$ cat src/rtl/matmul_sched.sv
// Job sequencer for the NxN systolic MAC array.
// Accepts one job per start, clears/loads the array, drives skewed row and
// column shift enables, waits for the pipeline to drain, then reports done.
// All outputs are registered and decoded from the next state and counter.
module matmul_sched #(
    parameter int N        = 8,
    parameter int PIPE_LAT = 2,
    parameter int CW       = 8
) (
    input  logic         clk,
    input  logic         rst,
    input  logic         start,
    input  logic         abort,
    output logic         busy,
    output logic         done,
    output logic         result_valid,
    output logic         load_en,
    output logic         acc_clr_n,
    output logic [N-1:0] shift_a,
    output logic [N-1:0] shift_b,
    output logic [15:0]  job_cnt
);

    typedef enum logic [2:0] {
        S_IDLE,
        S_CLEAR,
        S_RUN,
        S_DRAIN,
        S_DONE
    } state_e;

    // Last counter value in RUN (2N-1 cycles) and DRAIN (N-1+PIPE_LAT cycles).
    localparam logic [CW-1:0] RUN_LAST   = CW'(2 * N - 2);
    localparam logic [CW-1:0] DRAIN_LAST = CW'(N - 2 + PIPE_LAT);

    state_e        state_q, state_d;
    logic [CW-1:0] cnt_q, cnt_d;
    logic          rv_q, rv_d;
    logic [15:0]   job_q, job_d;

    logic          busy_q, busy_d;
    logic          done_q, done_d;
    logic          load_q, load_d;
    logic          clr_n_q, clr_n_d;
    logic [N-1:0]  shift_q, shift_d;

    // Next-state logic plus decode of the registered outputs from the next state.
    always_comb begin
        // NOTE: every combinational output gets a default first so no path
        // leaves it unassigned, which would otherwise infer a latch.
        state_d = state_q;
        cnt_d   = cnt_q;
        rv_d    = rv_q;
        job_d   = job_q;

        if (abort) begin
            // Abort wins everywhere, including over start in IDLE.
            state_d = S_IDLE;
            cnt_d   = '0;
            rv_d    = 1'b0;
        end else begin
            unique case (state_q)
                S_IDLE: begin
                    if (start) begin
                        state_d = S_CLEAR;
                        rv_d    = 1'b0;
                    end
                end
                S_CLEAR: begin
                    state_d = S_RUN;
                    cnt_d   = '0;
                end
                S_RUN: begin
                    if (cnt_q == RUN_LAST) begin
                        state_d = S_DRAIN;
                        cnt_d   = '0;
                    end else begin
                        cnt_d = cnt_q + 1'b1;
                    end
                end
                S_DRAIN: begin
                    if (cnt_q == DRAIN_LAST) begin
                        state_d = S_DONE;
                        cnt_d   = '0;
                    end else begin
                        cnt_d = cnt_q + 1'b1;
                    end
                end
                S_DONE: begin
                    state_d = S_IDLE;
                    rv_d    = 1'b1;
                    job_d   = job_q + 16'd1;
                end
                default: begin
                    state_d = S_IDLE;
                    cnt_d   = '0;
                end
            endcase
        end

        busy_d  = (state_d == S_CLEAR) || (state_d == S_RUN) || (state_d == S_DRAIN);
        done_d  = (state_d == S_DONE);
        load_d  = (state_d == S_CLEAR);
        clr_n_d = (state_d != S_CLEAR);

        // Row/column i shifts for N cycles starting at RUN count i.
        shift_d = '0;
        for (int i = 0; i < N; i++) begin
            shift_d[i] = (state_d == S_RUN) && (int'(cnt_d) >= i) && (int'(cnt_d) < i + N);
        end
    end

    // State, counters and output registers; async reset puts everything idle.
    always_ff @(posedge clk or negedge rst) begin
        // NOTE: sequential state uses non-blocking assignments so every
        // register samples its pre-edge inputs regardless of statement order.
        if (!rst) begin
            state_q <= S_IDLE;
            cnt_q   <= '0;
            rv_q    <= 1'b0;
            job_q   <= '0;
            busy_q  <= 1'b0;
            done_q  <= 1'b0;
            load_q  <= 1'b0;
            clr_n_q <= 1'b1;
            shift_q <= '0;
        end else begin
            state_q <= state_d;
            cnt_q   <= cnt_d;
            rv_q    <= rv_d;
            job_q   <= job_d;
            busy_q  <= busy_d;
            done_q  <= done_d;
            load_q  <= load_d;
            clr_n_q <= clr_n_d;
            shift_q <= shift_d;
        end
    end

    assign busy         = busy_q;
    assign done         = done_q;
    assign result_valid = rv_q;
    assign load_en      = load_q;
    assign acc_clr_n    = clr_n_q;
    assign shift_a      = shift_q;
    assign shift_b      = shift_q;
    assign job_cnt      = job_q;

endmodule

$ cat config.mk
export PLATFORM = sky130hd
export DESIGN_NAME = matmul_sched
export DESIGN_NICKNAME = d
export VERILOG_FILES = /design/src/rtl/matmul_sched.sv
export SDC_FILE = /design/constraint.sdc
export NUM_CORES = 1
export LEC_CHECK = 0
export ABC_CLOCK_PERIOD_IN_PS = 3500
export CAP_MARGIN = 25
export CORE_MARGIN = 2
export CORE_UTILIZATION = 52
export CTS_BUF_LIST = sky130_fd_sc_hd__clkbuf_16
export DETAILED_ROUTE_END_ITERATION = 8
export PLACE_DENSITY = 0.8
export REMOVE_ABC_BUFFERS = 1
export SLEW_MARGIN = 30
export SYNTH_ARGS = -nofsm -noshare
export SYNTH_HDL_FRONTEND = slang
export SYNTH_SLANG_ARGS = --single-unit
$ cat constraint.sdc
create_clock -name clk -period 3.5 [get_ports clk]
set_clock_uncertainty 0.15 [all_clocks]
set_input_delay 1.05 -clock clk [delete_from_list [all_inputs] [get_ports clk]]
set_output_delay 1.05 -clock clk [all_outputs]
set_load 0.005 [all_outputs]
==> metrics.md, run 1 <==
| Metric | Value |
|---|---|
| # resized after CTS | 0 |
| Number of routed nets with antenna violations | 0 |
| R2R setup slack | 0.56 ns |
| Hold Path Class | register to register |
| Post-Synthesis Cell Area | 2161 um2 |
| Layout cell share with drive strength beyond 1 | 7.480% |
| Setup CP Type | register to register |
| Dpl hpwl | 3168 um |
| Number of DRC markers in iteration 0 | 85 |
| Largest net degree at the start of global routing | 41 |
| Hold-fix buffers, CTS | 0 |
| Layout Utilization | 66.78% |
| Period minus WS final | 2.937 ns |
| Row count | 23 |
| Overflow after GRT | 0 |
| Post-Route WL | 4433 um |
| Port bufs | 40 |
| Vert. Die Dim | 68.46 um |
| Endpoints failing hold | 0 |
| Xor and xnor fraction of the mapped netlist area | 6.485% |
| Worst path arrival time | 2.97 ns |
| DR pass1 iterations | 4 |
| TritonCTS Sinks | 40 |
| Setup TNS | 0 ns |
| Post-Syn Instances | 222 |
| Crit path launch type | register |
| Post-synthesis simple-gate area fraction | 22.12% |
| Num CTS Buffers | 5 |
| Post-DP Area | 2529 um2 |
| R2R depth | 8 |
| Req. time, crit path | 3.53 ns |
| Crit path max-delay family | compound AO/OA/AOI/OAI gates |
| Power Density | 370.3 nW/um2 |
| Compound-cell area share of the yosys netlist | 15.92% |
| Main synth FF type | dfrtp_1 |
| H-tree depth | 2 |
| Crit path from | cnt_q[0] |
| Wirelength per Cell | 14.58 um |
| Core area | 4000 um2 |
| Vias per Instance | 5.789 |
| Fin crit share | 83.91% |
| Fin area | 2671 um2 |
| CP cell instances | inv_1, ha_1, and3b_1, o211a_1, o41ai_1, a222oi_1, nand3_1, nor4_2 |
| Critical path depth | 8 |
| Fmax | 340.5 MHz |
| Clk slew on worst S/H paths | 0.06 ns |
| DRC violations left | 0 |
| Async S/R FF share, synth | 100.0% |
| Max Root-Sink Buffers | 2 |
| Cell accounting for the most synthesized area | dfrtp_1 |
| Slowest cell on the critical path | a222oi_1 |
| Worst path max stage delay | 0.54 ns |
| Seq/Total Area, Yosys | 46.38% |
| Fillers | 335 |
| Antenna Cells | 0 |
| Max Cap Viol | 0 |
| RSZ-0062 raised after global routing | false |
| Reg-to-Reg Start | cnt_q[0] |
| Mux cell area share after synthesis | 0.5211% |
| Most frequent cells in the layout | 39 x dfrtp_1, 39 x clkdlybuf4s50_1, 18 x nand2_1, 16 x nor2_1, 15 x nand3_1 |
| Post-synth top area share | 45.17% |
| Number of global-route vias before repair | 1587 |
| Largest family of logic cells by synthesized area | simple AND/OR/NAND/NOR gates |
| Peak VDD IR | 236.7 uV |
| Post-CTS Setup Inserts | 0 |
| Measured slew at the worst slew-check pin | 0.6188 ns |
| CP Capture Type | register |
| Vias | 1760 |
| Initial antenna violation count | 0 |
| Initial Utilization | 54.02% |
| Number of enable flip-flop cells after synthesis | 0 |
| DIE WIDTH | 68.46 um |
| Nets@finish | 261 |
| Max_slew headroom | 58.60% |
| Distinct cell type count after synthesis | 54 |
| Worst setup endpoint | shift_a[7] |
| Mean Syn Cell Area | 9.733 um2 |
| CP Max Fanout | 11 |
| Buf+Inv Stages, Crit Path | 1 |
| Pleak | 1.133 nW |
| Top post-synthesis cells by area | dfrtp_1 45%, xnor2_1 4.5%, nand3_1 3.5% |
| Synthesis-stage register bit count | 40 |
| Layout Area Growth over Synthesis | 23.62% |
| Worst reg2reg endpoint | shift_a[7] |
| Final setup viols | 0 |
| CTS tree | built |
| Post-Synth Adder-Cell Area | 2.316% |
| Max-slew violation count | 0 |
| Worst skew pair latency | 0.28 ns |
| Status | finished, final reports clean |
| # IOs | 41 |
| First-pass GRT wire length | 7369 um |
| Tot GR Track Use | 21.11% |
| Placer Congestion | 0.9117 |
| Die area | 4687 um2 |
| Synthesis Warnings | 0 |
| CTS Root Cell | clkbuf_16 |
## state kept, by name, indices dropped and copies added (netlist names)
name	count
result_valid	1
job_cnt	16
acc_clr_n	1
busy	1
shift_a	8
cnt_q	8
done	1
load_en	1
state_q	3
## logic make-up after synthesis
kind of cell / Yosys count
and+or+nand+nor: 87
AOI/OAI and AO/OA: 48
DFF: 40
buffers and inverters: 26
xor gates and xnor gates: 16
adders and majority gates: 4
muxes: 1
## layout make-up
type	count	area, um2	share of cell area [%]
Clock buffer	5	125.1	4.684
Clock inverter	3	15.01	0.5621
Inverter	8	30.03	1.124
Multi-Input combinational cell	156	1023	38.31
Sequential cell	40	1002	37.52
Tap cell	50	62.56	2.342
Timing Repair Buffer	42	412.9	15.46
## worst min path at each step
stage | startpoint | end | cells past startpoint
after floorplan | job_cnt[15] | job_cnt[15] | 1
after global placement | job_cnt[15] | job_cnt[15] | 1
after detailed placement | job_cnt[15] | job_cnt[15] | 1
after CTS | job_cnt[15] | job_cnt[15] | 1
after global routing | job_cnt[15] | job_cnt[15] | 1
final | job_cnt[15] | job_cnt[15] | 1
## Yosys cell counts (2+ instances only)
cell type  count
a21oi_1        8
a21o_1         3
and3_1         8
xnor2_1       11
ha_1           4
buf_2          3
clkbuf_1       6
nand3_1       15
and3b_1        2
o31ai_1        3
or2_2          2
xor2_1         5
or3_1          2
o21ai_1        2
nor2_1        16
o21ai_0        6
dfrtp_1       39
buf_4          9
a311oi_1       2
nor3_1         9
inv_1          8
nor2b_1        2
nand4_1        3
nand2_1       18
a31oi_1        5
a22oi_1        3
## layer usage
metal | track usage, % | vias up | part of all wire [%]
li1 | - | 859 | -
met1 | 27.48 | 830 | 43
met2 | 35.10 | 66 | 49
met3 | 5.263 | 5 | 7.0
met4 | 5.250 | 0 | 1.1
met5 | 0 | - | 0
## stage by stage
stage	power (W)	std cells	setup WS [ns]	hold WS [ns]
CTS	0.001004	304	0.5829	0.3281
global placement	0.0005705	296	0.3809	0.3138
global route	0.001033	304	0.3503	0.3532
floorplan	0.0005323	204	0.9790	0.3183
finish	0.0009892	304	0.5631	0.3249
detailed placement	0.0005725	296	0.3369	0.3191
## power by group
group	internal [W]	switching, W
Clock	0.000258	0.000166
Combinational	0.0000332	0.0000509
Sequential	0.000471	0.00000954
Total	0.000762	0.000227
## worst register-to-register path, stage by stage, from the launching register on
cell      delay, ns
dfrtp_1        0.48
inv_1          0.14
ha_1           0.15
and3b_1        0.23
o211a_1        0.41
o41ai_1        0.16
a222oi_1       0.54
nand3_1        0.25
nor4_2         0.33
Note: power is estimated with default switching activity, not from simulation.
==> inputs of run 2 (changes only) <==
--- a/config.mk
+++ b/config.mk
@@ -5,13 +5,13 @@
 export SDC_FILE = /design/constraint.sdc
 export NUM_CORES = 1
 export LEC_CHECK = 0
-export ABC_CLOCK_PERIOD_IN_PS = 3500
+export ABC_CLOCK_PERIOD_IN_PS = 2640
 export CAP_MARGIN = 25
 export CORE_MARGIN = 2
-export CORE_UTILIZATION = 52
+export CORE_UTILIZATION = 47
 export CTS_BUF_LIST = sky130_fd_sc_hd__clkbuf_16
 export DETAILED_ROUTE_END_ITERATION = 8
-export PLACE_DENSITY = 0.8
+export PLACE_DENSITY = 0.76
 export REMOVE_ABC_BUFFERS = 1
 export SLEW_MARGIN = 30
 export SYNTH_ARGS = -nofsm -noshare
==> constraint.sdc (replaced) <==
create_clock -name clk -period 2.64 [get_ports clk]
set_clock_uncertainty 0.15 [all_clocks]
set_input_delay 0.792 -clock clk [delete_from_list [all_inputs] [get_ports clk]]
set_output_delay 0.792 -clock clk [all_outputs]
set_load 0.005 [all_outputs]
==> run 2 against run 1 <==
  * Sequential share of layout area fell by 3.7 points
  * Register-to-register slack got worse by 0.44 ns
  * Final cell count rose by 11%
  * Non-clock buffer count rose by 33
  * Worst setup slack got worse by 0.44 ns
==> metrics.md, run 2 (same netlist as run 1, synthesis figures left out) <==
| Metric | Value |
|---|---|
| R2R setup slack | 0.13 ns (was 0.56 ns) |
| Initial antenna violation count | 0 (unchanged) |
| DIE WIDTH | 71.81 um (was 68.46 um) |
| Worst path arrival time | 2.57 ns (was 2.97 ns) |
| Crit path launch type | register (unchanged) |
| Layout cell share with drive strength beyond 1 | 22.38% (was 7.480%) |
| Port bufs | 40 (unchanged) |
| Clk slew on worst S/H paths | 0.06 ns (about the same) |
| Measured slew at the worst slew-check pin | 0.5287 ns (was 0.6188 ns) |
| Largest net degree at the start of global routing | 41 (unchanged) |
| Most frequent cells in the layout | 39 x clkdlybuf4s50_1, 36 x dfrtp_1, 35 x buf_4, 18 x nand2_1, 16 x nor2_1 (was 39 x dfrtp_1, 39 x clkdlybuf4s50_1, 18 x nand2_1, 16 x nor2_1, 15 x nand3_1) |
| Pre-CTS setup slack | -0.04934 ns (was 0.3369 ns) |
| Tot GR Track Use | 21.18% (was 21.11%) |
| CTS tree | built (unchanged) |
| Post-route setup slack | 0.1265 ns (was 0.5631 ns) |
| Nets@finish | 294 (was 261) |
| Fin crit share | 95.21% (was 83.91%) |
| Max Root-Sink Buffers | 2 (unchanged) |
| Power Density | 459.2 nW/um2 (was 370.3 nW/um2) |
| CP Capture Type | register (unchanged) |
| Vert. Die Dim | 71.81 um (was 68.46 um) |
| Vias | 1923 (was 1760) |
| Overflow after GRT | 0 (unchanged) |
| Layout Area Growth over Synthesis | 37.52% (was 23.62%) |
| Endpoints failing hold | 0 (unchanged) |
| CP cell instances | inv_1, ha_1, and3b_1, o211a_2, buf_4, o22ai_1, a21oi_1, or3_1, a21oi_1 (was inv_1, ha_1, and3b_1, o211a_1, o41ai_1, a222oi_1, nand3_1, nor4_2) |
| Req. time, crit path | 2.70 ns (was 3.53 ns) |
| DP Cell Count | 331 (was 296) |
| Placer Congestion | 0.8799 (was 0.9117) |
| Hold Path Class | register to register (unchanged) |
| TritonCTS Sinks | 40 (unchanged) |
| Die area | 5156 um2 (was 4687 um2) |
| Antenna Cells | 0 (unchanged) |
| Fmax | 397.9 MHz (was 340.5 MHz) |
| Period minus WS final | 2.513 ns (was 2.937 ns) |
| Fillers | 353 (was 335) |
| Layout Utilization | 67.78% (was 66.78%) |
| Cell mode on critical path | a21oi_1 |
| Number of global-route vias before repair | 1860 (was 1587) |
| Post-Route WL | 5058 um (was 4433 um) |
| Worst path max stage delay | 0.40 ns (was 0.54 ns) |
| Most common cell after layout, fill and taps aside | clkdlybuf4s50_1 |
| # resized after CTS | 0 (unchanged) |
| Worst skew pair latency | 0.28 ns (about the same) |
| Max Cap Viol | 0 (unchanged) |
| Wirelength per Cell | 14.96 um (was 14.58 um) |
| CTS Root Cell | clkbuf_16 (unchanged) |
| Pleak | 1.293 nW (was 1.133 nW) |
| Post-CTS Setup Inserts | 0 (unchanged) |
| DRC violations left | 0 (unchanged) |
| Initial Utilization | 49.29% (was 54.02%) |
| Vias per Instance | 5.689 (was 5.789) |
| Final setup viols | 0 (unchanged) |
| First-pass GRT wire length | 8645 um (was 7369 um) |
| Slowest cell on the critical path | dfrtp_2 (was a222oi_1) |
| CP Max Fanout | 7 (was 11) |
| Setup CP Type | register to register (unchanged) |
| Status | finished, final reports clean (unchanged) |
| Max_slew headroom | 64.68% (was 58.60%) |
| Dpl hpwl | 3702 um (was 3168 um) |
| Peak VDD IR | 263.1 uV (was 236.7 uV) |
| Number of flip-flops in the largest register | 16 (unchanged) |
| Number of routed nets with antenna violations | 0 (unchanged) |
| # IOs | 41 (unchanged) |
| Max-slew violation count | 0 (unchanged) |
| Row count | 24 (was 23) |
| Final Non-Filler Cells | 338 (was 304) |
| Core area | 4384 um2 (was 4000 um2) |
| Number of DRC markers in iteration 0 | 91 (was 85) |
| DR pass1 iterations | 4 (unchanged) |
| Num CTS Buffers | 5 (unchanged) |
| H-tree depth | 2 (unchanged) |
| Hold-fix buffers, CTS | 0 (unchanged) |
==> run 2: changes by cell type in the layout (fill, tap and decap cells not counted), sizes merged <==
cell  delta
buf     +33
inv      -1
==> run 2: report_power, final <==
group | leakage, nW | switching (W) | total [W] | internal [W]
combinational | 0.682 | 0.0000817 | 0.000150 | 0.0000686
clock | 0.0657 | 0.000238 | 0.000580 | 0.000343
sequential | 0.546 | 0.00000975 | 0.000634 | 0.000624
==> run 2: final cells by class <==
cell class                 instances  area, um2  area share, %
clock buffer                       5      125.1          4.211
clock inverter                     2      12.51         0.4211
inverter                           8      30.03          1.011
multi-input combinational        156       1075          36.17
sequential                        40       1006          33.85
tap                               52      65.06          2.189
timing repair buffer              75      658.1          22.15
==> run 2: final timing paths <==
kind,from,endpoint,cells after the start
min,job_cnt[15],job_cnt[15],1
max in group asynchronous,rst,cnt_q[0],2
min reg2reg,job_cnt[15],job_cnt[15],1
min in group asynchronous,rst,state_q[1],2
max,cnt_q[0],shift_a[5],9
max reg2reg,cnt_q[0],shift_a[5],9
==> run 2: metal layers <==
metal | global-route usage, % | share of wire (%) | vias up
met4 | 6.289 | 1.0 | 0
met1 | 27.68 | 44 | 908
met3 | 4.641 | 6.2 | 6
met2 | 35.39 | 49 | 82
met5 | 0 | 0 | -
li1 | - | - | 927
==> run 2: stage by stage <==
stage	TNS (ns)	instance area, um2	hold slack (ns)	power (W)
2_1_floorplan	0	2056	0.3183	0.0007057
3_3_place_gp	-0.04527	2779	0.3241	0.0007871
3_5_place_dp	-0.1933	2779	0.3159	0.0007893
4_1_cts	0	2917	0.3271	0.001369
5_1_grt	-0.01076	2972	0.3372	0.001406
6_report	0	2972	0.3275	0.001365
==> run 2: critical path: cells and delay by family, from the launching register on <==
kind / cells / cell delay [ns]
buffers and inverters: 2 / 0.26
DFF: 1 / 0.40
and+or+nand+nor: 2 / 0.50
adders and majority gates: 1 / 0.22
AOI/OAI and AO/OA: 4 / 0.91
==> inputs of run 3 (changes only) <==
--- a/config.mk
+++ b/config.mk
@@ -8,10 +8,9 @@
 export ABC_CLOCK_PERIOD_IN_PS = 2640
 export CAP_MARGIN = 25
 export CORE_MARGIN = 2
-export CORE_UTILIZATION = 47
+export CORE_UTILIZATION = 30
 export CTS_BUF_LIST = sky130_fd_sc_hd__clkbuf_16
 export DETAILED_ROUTE_END_ITERATION = 8
-export PLACE_DENSITY = 0.76
 export REMOVE_ABC_BUFFERS = 1
 export SLEW_MARGIN = 30
 export SYNTH_ARGS = -nofsm -noshare
==> run 3 against run 2 <==
  * Fmax rose by 1.3%
  * Clock power increased by 18%
  * Worst setup slack improved by 0.033 ns
  * Power rose by 6.9%
  * Clock-buffer cell count unchanged
  * Critical path depth fell by 1
  * Sequential power barely moved
  * Highest routed layer unchanged
  * First-iteration DRC count up 20%
  * Combinational power down 5%
  * Wire length decreased by 3.0%
==> metrics.md, run 3 (same netlist as run 1, synthesis figures left out) <==
| Metric | Value |
|---|---|
| Crit path launch type | register (unchanged) |
| Final setup viols | 0 (unchanged) |
| Measured slew at the worst slew-check pin | 0.5954 ns (was 0.5287 ns) |
| Vias | 1863 (was 1923) |
| Vias per Instance | 4.903 (was 5.689) |
| Layout Utilization | 43.88% (was 67.78%) |
| Setup CP Type | register to register (unchanged) |
| DR pass1 iterations | 4 (unchanged) |
| CP Capture Type | register (unchanged) |
| Core area | 6869 um2 (was 4384 um2) |
| Layout Area Growth over Synthesis | 39.49% (was 37.52%) |
| Row count | 30 (was 24) |
| Initial Utilization | 31.46% (was 49.29%) |
| DP Cell Count | 371 (was 331) |
| CTS tree | built (unchanged) |
| Dpl hpwl | 3593 um (was 3702 um) |
| Largest net degree at the start of global routing | 41 (unchanged) |
| DRC violations left | 0 (unchanged) |
| CP cell instances | or4_4, o31ai_4, a2bb2oi_2, a222oi_1, buf_4, buf_4, nand2_1, a221oi_2 (was inv_1, ha_1, and3b_1, o211a_2, buf_4, o22ai_1, a21oi_1, or3_1, a21oi_1) |
| Peak VDD IR | 245.2 uV (was 263.1 uV) |
| H-tree depth | 2 (unchanged) |
| Hold Path Class | register to register (unchanged) |
| CTS Root Cell | clkbuf_16 (unchanged) |
| Antenna Cells | 0 (unchanged) |
| Overflow after GRT | 0 (unchanged) |
| Max Cap Viol | 0 (unchanged) |
| Post-Route WL | 4906 um (was 5058 um) |
| Number of flip-flops in the largest register | 16 (unchanged) |
| Number of DRC markers in iteration 0 | 109 (was 91) |
| Die area | 7898 um2 (was 5156 um2) |
| Power Density | 483.9 nW/um2 (was 459.2 nW/um2) |
| RSZ-0062 raised after global routing | false |
| Pleak | 1.290 nW (was 1.293 nW) |
| Status | finished, final reports clean (unchanged) |
| Tot GR Track Use | 13.20% (was 21.18%) |
| Most frequent cells in the layout | 39 x clkdlybuf4s50_1, 38 x dfrtp_1, 32 x buf_4, 18 x nand2_1, 16 x nor2_1 (was 39 x clkdlybuf4s50_1, 36 x dfrtp_1, 35 x buf_4, 18 x nand2_1, 16 x nor2_1) |
| Num CTS Buffers | 5 (unchanged) |
| Port bufs | 40 (unchanged) |
| First-pass GRT wire length | 8121 um (was 8645 um) |
| Worst skew pair latency | 0.28 ns (about the same) |
| Number of routed nets with antenna violations | 0 (unchanged) |
| Most common cell after layout, fill and taps aside | clkdlybuf4s50_1 (unchanged) |
| Final Non-Filler Cells | 380 (was 338) |
| Period minus WS final | 2.480 ns (was 2.513 ns) |
| Vert. Die Dim | 88.87 um (was 71.81 um) |
| Nets@finish | 291 (was 294) |
| Max-slew violation count | 0 (unchanged) |
| Placer Congestion | 0.8865 (was 0.8799) |
| Fmax | 403.2 MHz (was 397.9 MHz) |
| Req. time, crit path | 2.68 ns (was 2.70 ns) |
| Slowest cell on the critical path | or4_4 (was dfrtp_2) |
| CP Max Fanout | 3 (was 7) |
| Max Root-Sink Buffers | 2 (unchanged) |
| Max_slew headroom | 60.31% (was 64.68%) |
| TritonCTS Sinks | 40 (unchanged) |
| Number of global-route vias before repair | 1746 (was 1860) |
| # IOs | 41 (unchanged) |
| Cell mode on critical path | buf_4 (was a21oi_1) |
| Hold-fix buffers, CTS | 0 (unchanged) |
| Layout cell share with drive strength beyond 1 | 19.37% (was 22.38%) |
| Worst path max stage delay | 0.57 ns (was 0.40 ns) |
| Initial antenna violation count | 0 (unchanged) |
| Clk slew on worst S/H paths | 0.06 ns (about the same) |
| Worst path arrival time | 2.52 ns (was 2.57 ns) |
| Fin crit share | 93.95% (was 95.21%) |
| Crit path max-delay family | compound AO/OA/AOI/OAI gates (unchanged) |
| Buf+Inv Stages, Crit Path | 2 (unchanged) |
| Wirelength per Cell | 12.91 um (was 14.96 um) |
| DIE WIDTH | 88.87 um (was 71.81 um) |
| Endpoints failing hold | 0 (unchanged) |
## run 3: routing by layer
metal	GRT usage [%]	vias to the layer above	wire length, um
li1	-	918	-
met1	18.93	894	2411
met2	20.08	46	2224
met3	3.358	5	229
met4	2.893	0	40
met5	0	-	0
## run 3: timing repair
action,4_1_cts,5_1_grt
cloned,0,0
endpoints found under the setup margin,1,8
pin swaps,2,1
resized for setup,0,6
setup buffers,1,0
## run 3: stage by stage
stage	hold WS [ns]	area (um2)	power (W)	setup TNS, ns	setup slack, ns
CTS	0.3381	2979	0.001473	0	0.04259
detailed placement	0.3260	2804	0.0007828	-0.04947	-0.04329
global placement	0.3275	2804	0.0007818	-0.03251	-0.03251
finish	0.3327	3014	0.001459	0	0.1598
floorplan	0.3183	2056	0.0007057	0	0.1820
global route	0.3711	3014	0.001520	0	0.02239
## run 3: final cells by class
class	instances	area, um2
timing repair buffer	72	635.6
fill	694	3855
inverter	8	30.03
sequential	40	1003
multi-input combinational	156	1057
clock inverter	3	42.54
clock buffer	5	125.1
tap	96	120.1
## run 3: worst paths after layout
kind / startpoint / to / slack, ns / cells after the start
worst max-delay path: cnt_q[4] / shift_a[3] / 0.16 / 8
worst min register to register: job_cnt[15] / job_cnt[15] / 0.33 / 1
worst max register to register: cnt_q[4] / shift_a[3] / 0.16 / 8
min in group asynchronous: rst / cnt_q[4] / 0.41 / 2
worst min-delay path: job_cnt[15] / job_cnt[15] / 0.33 / 1
max in group asynchronous: rst / cnt_q[1] / 1.55 / 2
## run 3: worst register-to-register path: stages (launching register included)
cell	delay (ns)
dfrtp_1	0.42
or4_4	0.57
o31ai_4	0.23
a2bb2oi_2	0.09
a222oi_1	0.39
buf_4	0.19
buf_4	0.10
nand2_1	0.08
a221oi_2	0.17
## run 3: where the power goes
group	switching [W]	internal (W)	total, W
sequential	0.00000849	0.000624	0.000632
combinational	0.0000796	0.0000626	0.000142
clock	0.000240	0.000444	0.000684
==> RTL edit 1: new RTL, settings of run 3 <==
Change the parameter `CW` from 8 to 16.
--- a/src/rtl/matmul_sched.sv
+++ b/src/rtl/matmul_sched.sv
@@ -5,7 +5,7 @@
 module matmul_sched #(
     parameter int N        = 8,
     parameter int PIPE_LAT = 2,
-    parameter int CW       = 8
+    parameter int CW       = 16
 ) (
     input  logic         clk,
     input  logic         rst,
Formal check against the unedited RTL: no difference found for any inputs over 10 cycles, from zero or initial values and one cycle with rst low; that may be too few to reach the edited logic, so the function may still have changed.
==> RTL edit 1 against run 3 <==
  * The run now ends with setup timing left
  * Power up 5.9%
  * Critical path depth grew 3
  * Worst setup slack worse by 190 ps
  * Sequential cell count rose by 8
  * Routed wire length increased by 47%
  * Count of clock-buffer cells in the layout stayed put
  * Die area is 24% higher
  * Via count is 32% higher
  * Design area rose by 31%
  * First-iteration DRC count decreased by 13%
  * Area after synthesis is 26% higher
  * Critical path type unchanged
  * Highest routed layer unchanged
==> RTL edit 1: results (changes against run 3) <==
Top Family by Delay on Critical Path simple AND/OR/NAND/NOR gates (was compound AO/OA/AOI/OAI gates); Min Hold Slack 280 ps (was 333 ps); Setup WS post-layout -28.9 ps (was 160 ps); post-synthesis mux area share 1.15% (was 0.521%); Worst VDD drop 0.000255 V (was 0.000245 V); fraction of synthesized cell area in xor and xnor cells 6.45% (was 6.49%); fraction of the yosys area taken by sequential cells 44.3% (was 46.4%); cells taking the most area after synthesis dfrtp_1 (43%), nand2_1 (4.1%), xnor2_1 (3.9%) (was dfrtp_1 (45%), xnor2_1 (4.5%), nand3_1 (3.5%)); M1 WL 3.12 mm (was 2.41 mm); count of final setup violators 7 (was 0); data arrival at the endpoint of the critical path 2700 ps (was 2520 ps); cell leakage power 1.74 nW (was 1.29 nW); HPWL Detailed 5.12 mm (was 3.59 mm); overall routing resource usage 14.4% (was 13.2%); largest net degree at the start of global routing 20 (was 41); total number of vias 2,452 (was 1,863); number of distinct library cells after synthesis 63 (was 54); commonest cells in the synthesized netlist dfrtp_1 (47), nand2_1 (30), nor2_1 (16), nand3_1 (14), xnor2_1 (12) (was dfrtp_1 (39), nand2_1 (18), nor2_1 (16), nand3_1 (15), xnor2_1 (11)); compound-gate portion of the synthesized area 12.7% (was 15.9%); Register-to-Register Path Depth 11 (was 8); met3 wire len 365 um (was 229 um); number of global-route vias before repair 2,438 (was 1,746); initial drt markers 95 (was 109); adder-cell share of the synthesized area 1.84% (was 2.32%); routability cong. 0.884 (was 0.887); filler instances 831 (was 694); worst stage delay on the critical path 410 ps (was 570 ps); failing checks setup timing; tightest slew margin relative to the limit 69.1% (was 60.3%); fraction of layout instances using a drive strength above 1 32.7% (was 19.4%); run status finished, violations left (was complete, no violations); final wirelength 7.20 mm (was 4.91 mm); class of the tightest hold or removal check in2async (was reg2reg)
RTL edit 1: cell types whose count changed after synthesis, moves of 4 or more:
cell      change
nor3_1        -6
dfrtp_1       +8
a31oi_1       -4
nand2_1      +12
and3_1        -6
clkbuf_1      -5
a211oi_1      +6
nand4_1       +6
RTL edit 1: cell type report:
type                       instances  area, sq um  area share, %
clock buffer                       5          125           3.16
sequential                        48         1200           30.4
tap                              108          135           3.41
inverter                          10         37.5          0.948
clock inverter                     2         12.5          0.316
multi-input combinational        193         1500           37.7
timing repair buffer             109          952           24.0
RTL edit 1: per-stage QoR:
| stage | std cells | setup TNS (ps) | setup slack, ps | instance area, sq um |
|---|---|---|---|---|
| 2_1_floorplan | 251 | -22.5 | -12.1 | 2600 |
| 3_3_place_gp | 458 | -6710 | -545 | 3590 |
| 3_5_place_dp | 458 | -6570 | -569 | 3590 |
| 4_1_cts | 470 | -51.3 | -51.3 | 3830 |
| 5_1_grt | 475 | -679 | -148 | 3960 |
| 6_report | 475 | -147 | -28.9 | 3960 |
RTL edit 1: timing repair:
| action | 4_1_cts | 5_1_grt |
|---|---|---|
| gates resized for setup | 20 | 20 |
| buffers inserted | 5 | 6 |
| pin swaps | 14 | 11 |
| setup endpoints to repair | 10 | 8 |
| endpoints found under the hold margin | 0 | 0 |
RTL edit 1: worst max-delay path by stage:
stage	cells past startpoint	to	slack, ps
floorplan	7	shift_a[3]	-10
global placement	8	shift_a[3]	-550
detailed placement	10	shift_a[3]	-570
CTS	10	shift_a[3]	-50
global route	9	shift_a[2]	-150
finish	11	shift_a[3]	-30
RTL edit 1: kinds of logic (layout without fill, tap and decap cells):
logic type,count (synthesis),after routing
mux,3,3
buf+inv,26,126
compound gates,45,45
simple gates,121,121
flops,48,48
xor+xnor,20,20
fa+ha+maj,4,4
RTL edit 1: layer usage:
metal / GRT usage [%] / up-vias
li1: - / 1163
met1: 17.7 / 1196
met2: 24.7 / 77
met3: 3.09 / 16
met4: 5.27 / 0
met5: 0 / -
RTL edit 1: where the power goes:
part,internal [mW],total (mW),switching [mW]
sequential,0.746,0.757,0.0109
combinational,0.0777,0.166,0.0881
clock,0.345,0.622,0.278
==> RTL edit 2: new RTL, config.mk and constraints of run 3 <==
Made on the original files. Register the input `abort` before use. The logic sees it one clock later. The other inputs are not delayed to match.
--- a/src/rtl/matmul_sched.sv
+++ b/src/rtl/matmul_sched.sv
@@ -33,6 +33,12 @@
     localparam logic [CW-1:0] RUN_LAST   = CW'(2 * N - 2);
     localparam logic [CW-1:0] DRAIN_LAST = CW'(N - 2 + PIPE_LAT);
 
+    logic abort_q;
+
+    always_ff @(posedge clk) begin
+        abort_q <= abort;
+    end
+
     state_e        state_q, state_d;
     logic [CW-1:0] cnt_q, cnt_d;
     logic          rv_q, rv_d;
@@ -53,7 +59,7 @@
         rv_d    = rv_q;
         job_d   = job_q;
 
-        if (abort) begin
+        if (abort_q) begin
             // Abort wins everywhere, including over start in IDLE.
             state_d = S_IDLE;
             cnt_d   = '0;
Function: changed (a bounded check fails within 4 cycles, from zero or initial values and one cycle with rst low).
==> RTL edit 2 against run 3 <==
  * Design area fell by 4.4%
  * Power decreased by 6.6%
  * Maximum frequency is 0.45% lower
  * Area after synthesis rose by 0.93%
  * Largest power group is now registers
  * Worst setup slack lost 11 ps
  * Sequential cell count rose by 1
  * Largest cell class unchanged
  * Routed wire length is 1.9% lower
  * Die area increased by 0.88%
==> RTL edit 2: results (changes against run 3) <==
routability cong. 0.863 (was 0.887); met3 wire len 178 um (was 229 um); filler instances 738 (was 694); power of the sequential group 0.651 mW (was 0.632 mW); drt via density 4.92 (was 4.90); HPWL Detailed 3.48 mm (was 3.59 mm); number of global-route vias before repair 1,647 (was 1,746); cell-internal power 1.04 mW (was 1.13 mW); cells taking the most area after synthesis dfrtp_1 (45%), xnor2_1 (4.4%), nand3_1 (3.4%) (was dfrtp_1 (45%), xnor2_1 (4.5%), nand3_1 (3.5%)); multi-input logic portion of the cell area 36.0% (was 35.1%); met2 wire length 2.21 mm (was 2.22 mm); GR met1 Demand/Resource 17.5% (was 18.9%); biggest fanout along the worst timing path 6 (was 3); M2 GR Usage 19.8% (was 20.1%); number of nets in the layout 277 (was 291); Clock Root Buffer clkbuf_16 (unchanged); Top Family by Delay on Critical Path simple AND/OR/NAND/NOR gates (was compound AO/OA/AOI/OAI gates); number of distinct library cells after synthesis 55 (was 54); slowest stage cell, crit path or4_4 (unchanged); cell leakage power 1.21 nW (was 1.29 nW); number of buffers outside the clock class in the layout 57 (was 72); level count of the clock H-tree 2 (unchanged); worst stage delay on the critical path 540 ps (was 570 ps); fraction of the yosys area taken by sequential cells 46.9% (was 46.4%); overall routing resource usage 12.8% (was 13.2%); adder-cell share of the synthesized area 2.29% (was 2.32%); detail-routed net length per standard cell 13.0 um (was 12.9 um); Worst VDD drop 0.000330 V (was 0.000245 V); buffers inserted during post-CTS setup optimization 0 (was 1); compound-gate portion of the synthesized area 15.8% (was 15.9%); clock tree buffer depth 2 (unchanged); run status complete, no violations (unchanged); tightest slew margin relative to the limit 55.9% (was 60.3%); global-route wire length before repair 7.86 mm (was 8.12 mm); fraction of synthesis flops using an asynchronous set or reset pin 97.6% (was 100%); combinational gate power 0.121 mW (was 0.142 mW); Layout clock area frac 4.95% (was 5.56%); post-synthesis mux area share 0.516% (was 0.521%); initial drt markers 81 (was 109); fraction of layout instances using a drive strength above 1 14.8% (was 19.4%); M1 WL 2.34 mm (was 2.41 mm); proportion of final cell area spent on non-clock buffers 18.1% (was 21.1%); fraction of synthesized cell area in xor and xnor cells 6.43% (was 6.49%); Top Layer Used met4 (unchanged); initial antenna violation count 0 (unchanged); data arrival at the endpoint of the critical path 2560 ps (was 2520 ps); Synth warnings 0 (unchanged); total of cells resized after clock tree synthesis 0 (unchanged); clk sink count 41 (was 40); number of optimization iterations in the first detailed-route pass 4 (unchanged); footprint of the flip-flops and latches 1030 sq um (was 1000 sq um); Global Route met3 Usage 2.86% (was 3.36%)
[RTL edit 2: cell count changes after synthesis]
| cell | before | now |
|---|---|---|
| dfxtp_1 | 0 | 1 |
[RTL edit 2: final timing paths]
check                                 start           to  slack (ps)  cells after the start
worst min-delay path            job_cnt[11]  job_cnt[11]         340                      1
worst max-delay path               cnt_q[5]   shift_a[4]         150                      7
min in group asynchronous               rst   shift_a[7]         420                      2
worst max register to register     cnt_q[5]   shift_a[4]         150                      7
max in group asynchronous               rst     cnt_q[5]        1550                      2
worst min register to register  job_cnt[11]  job_cnt[11]         340                      1
[RTL edit 2: metrics by stage]
step | instance area [sq um] | setup slack [ps] | hold WS, ps | std cells | total power [mW]
floorplan | 2080 | 182 | 318 | 205 | 0.722
global placement | 2720 | 134 | 323 | 360 | 0.783
detailed placement | 2720 | 6.09 | 330 | 360 | 0.784
CTS | 2860 | 14.9 | 345 | 368 | 1.38
global route | 2880 | 3.17 | 358 | 369 | 1.42
finish | 2880 | 149 | 340 | 369 | 1.36
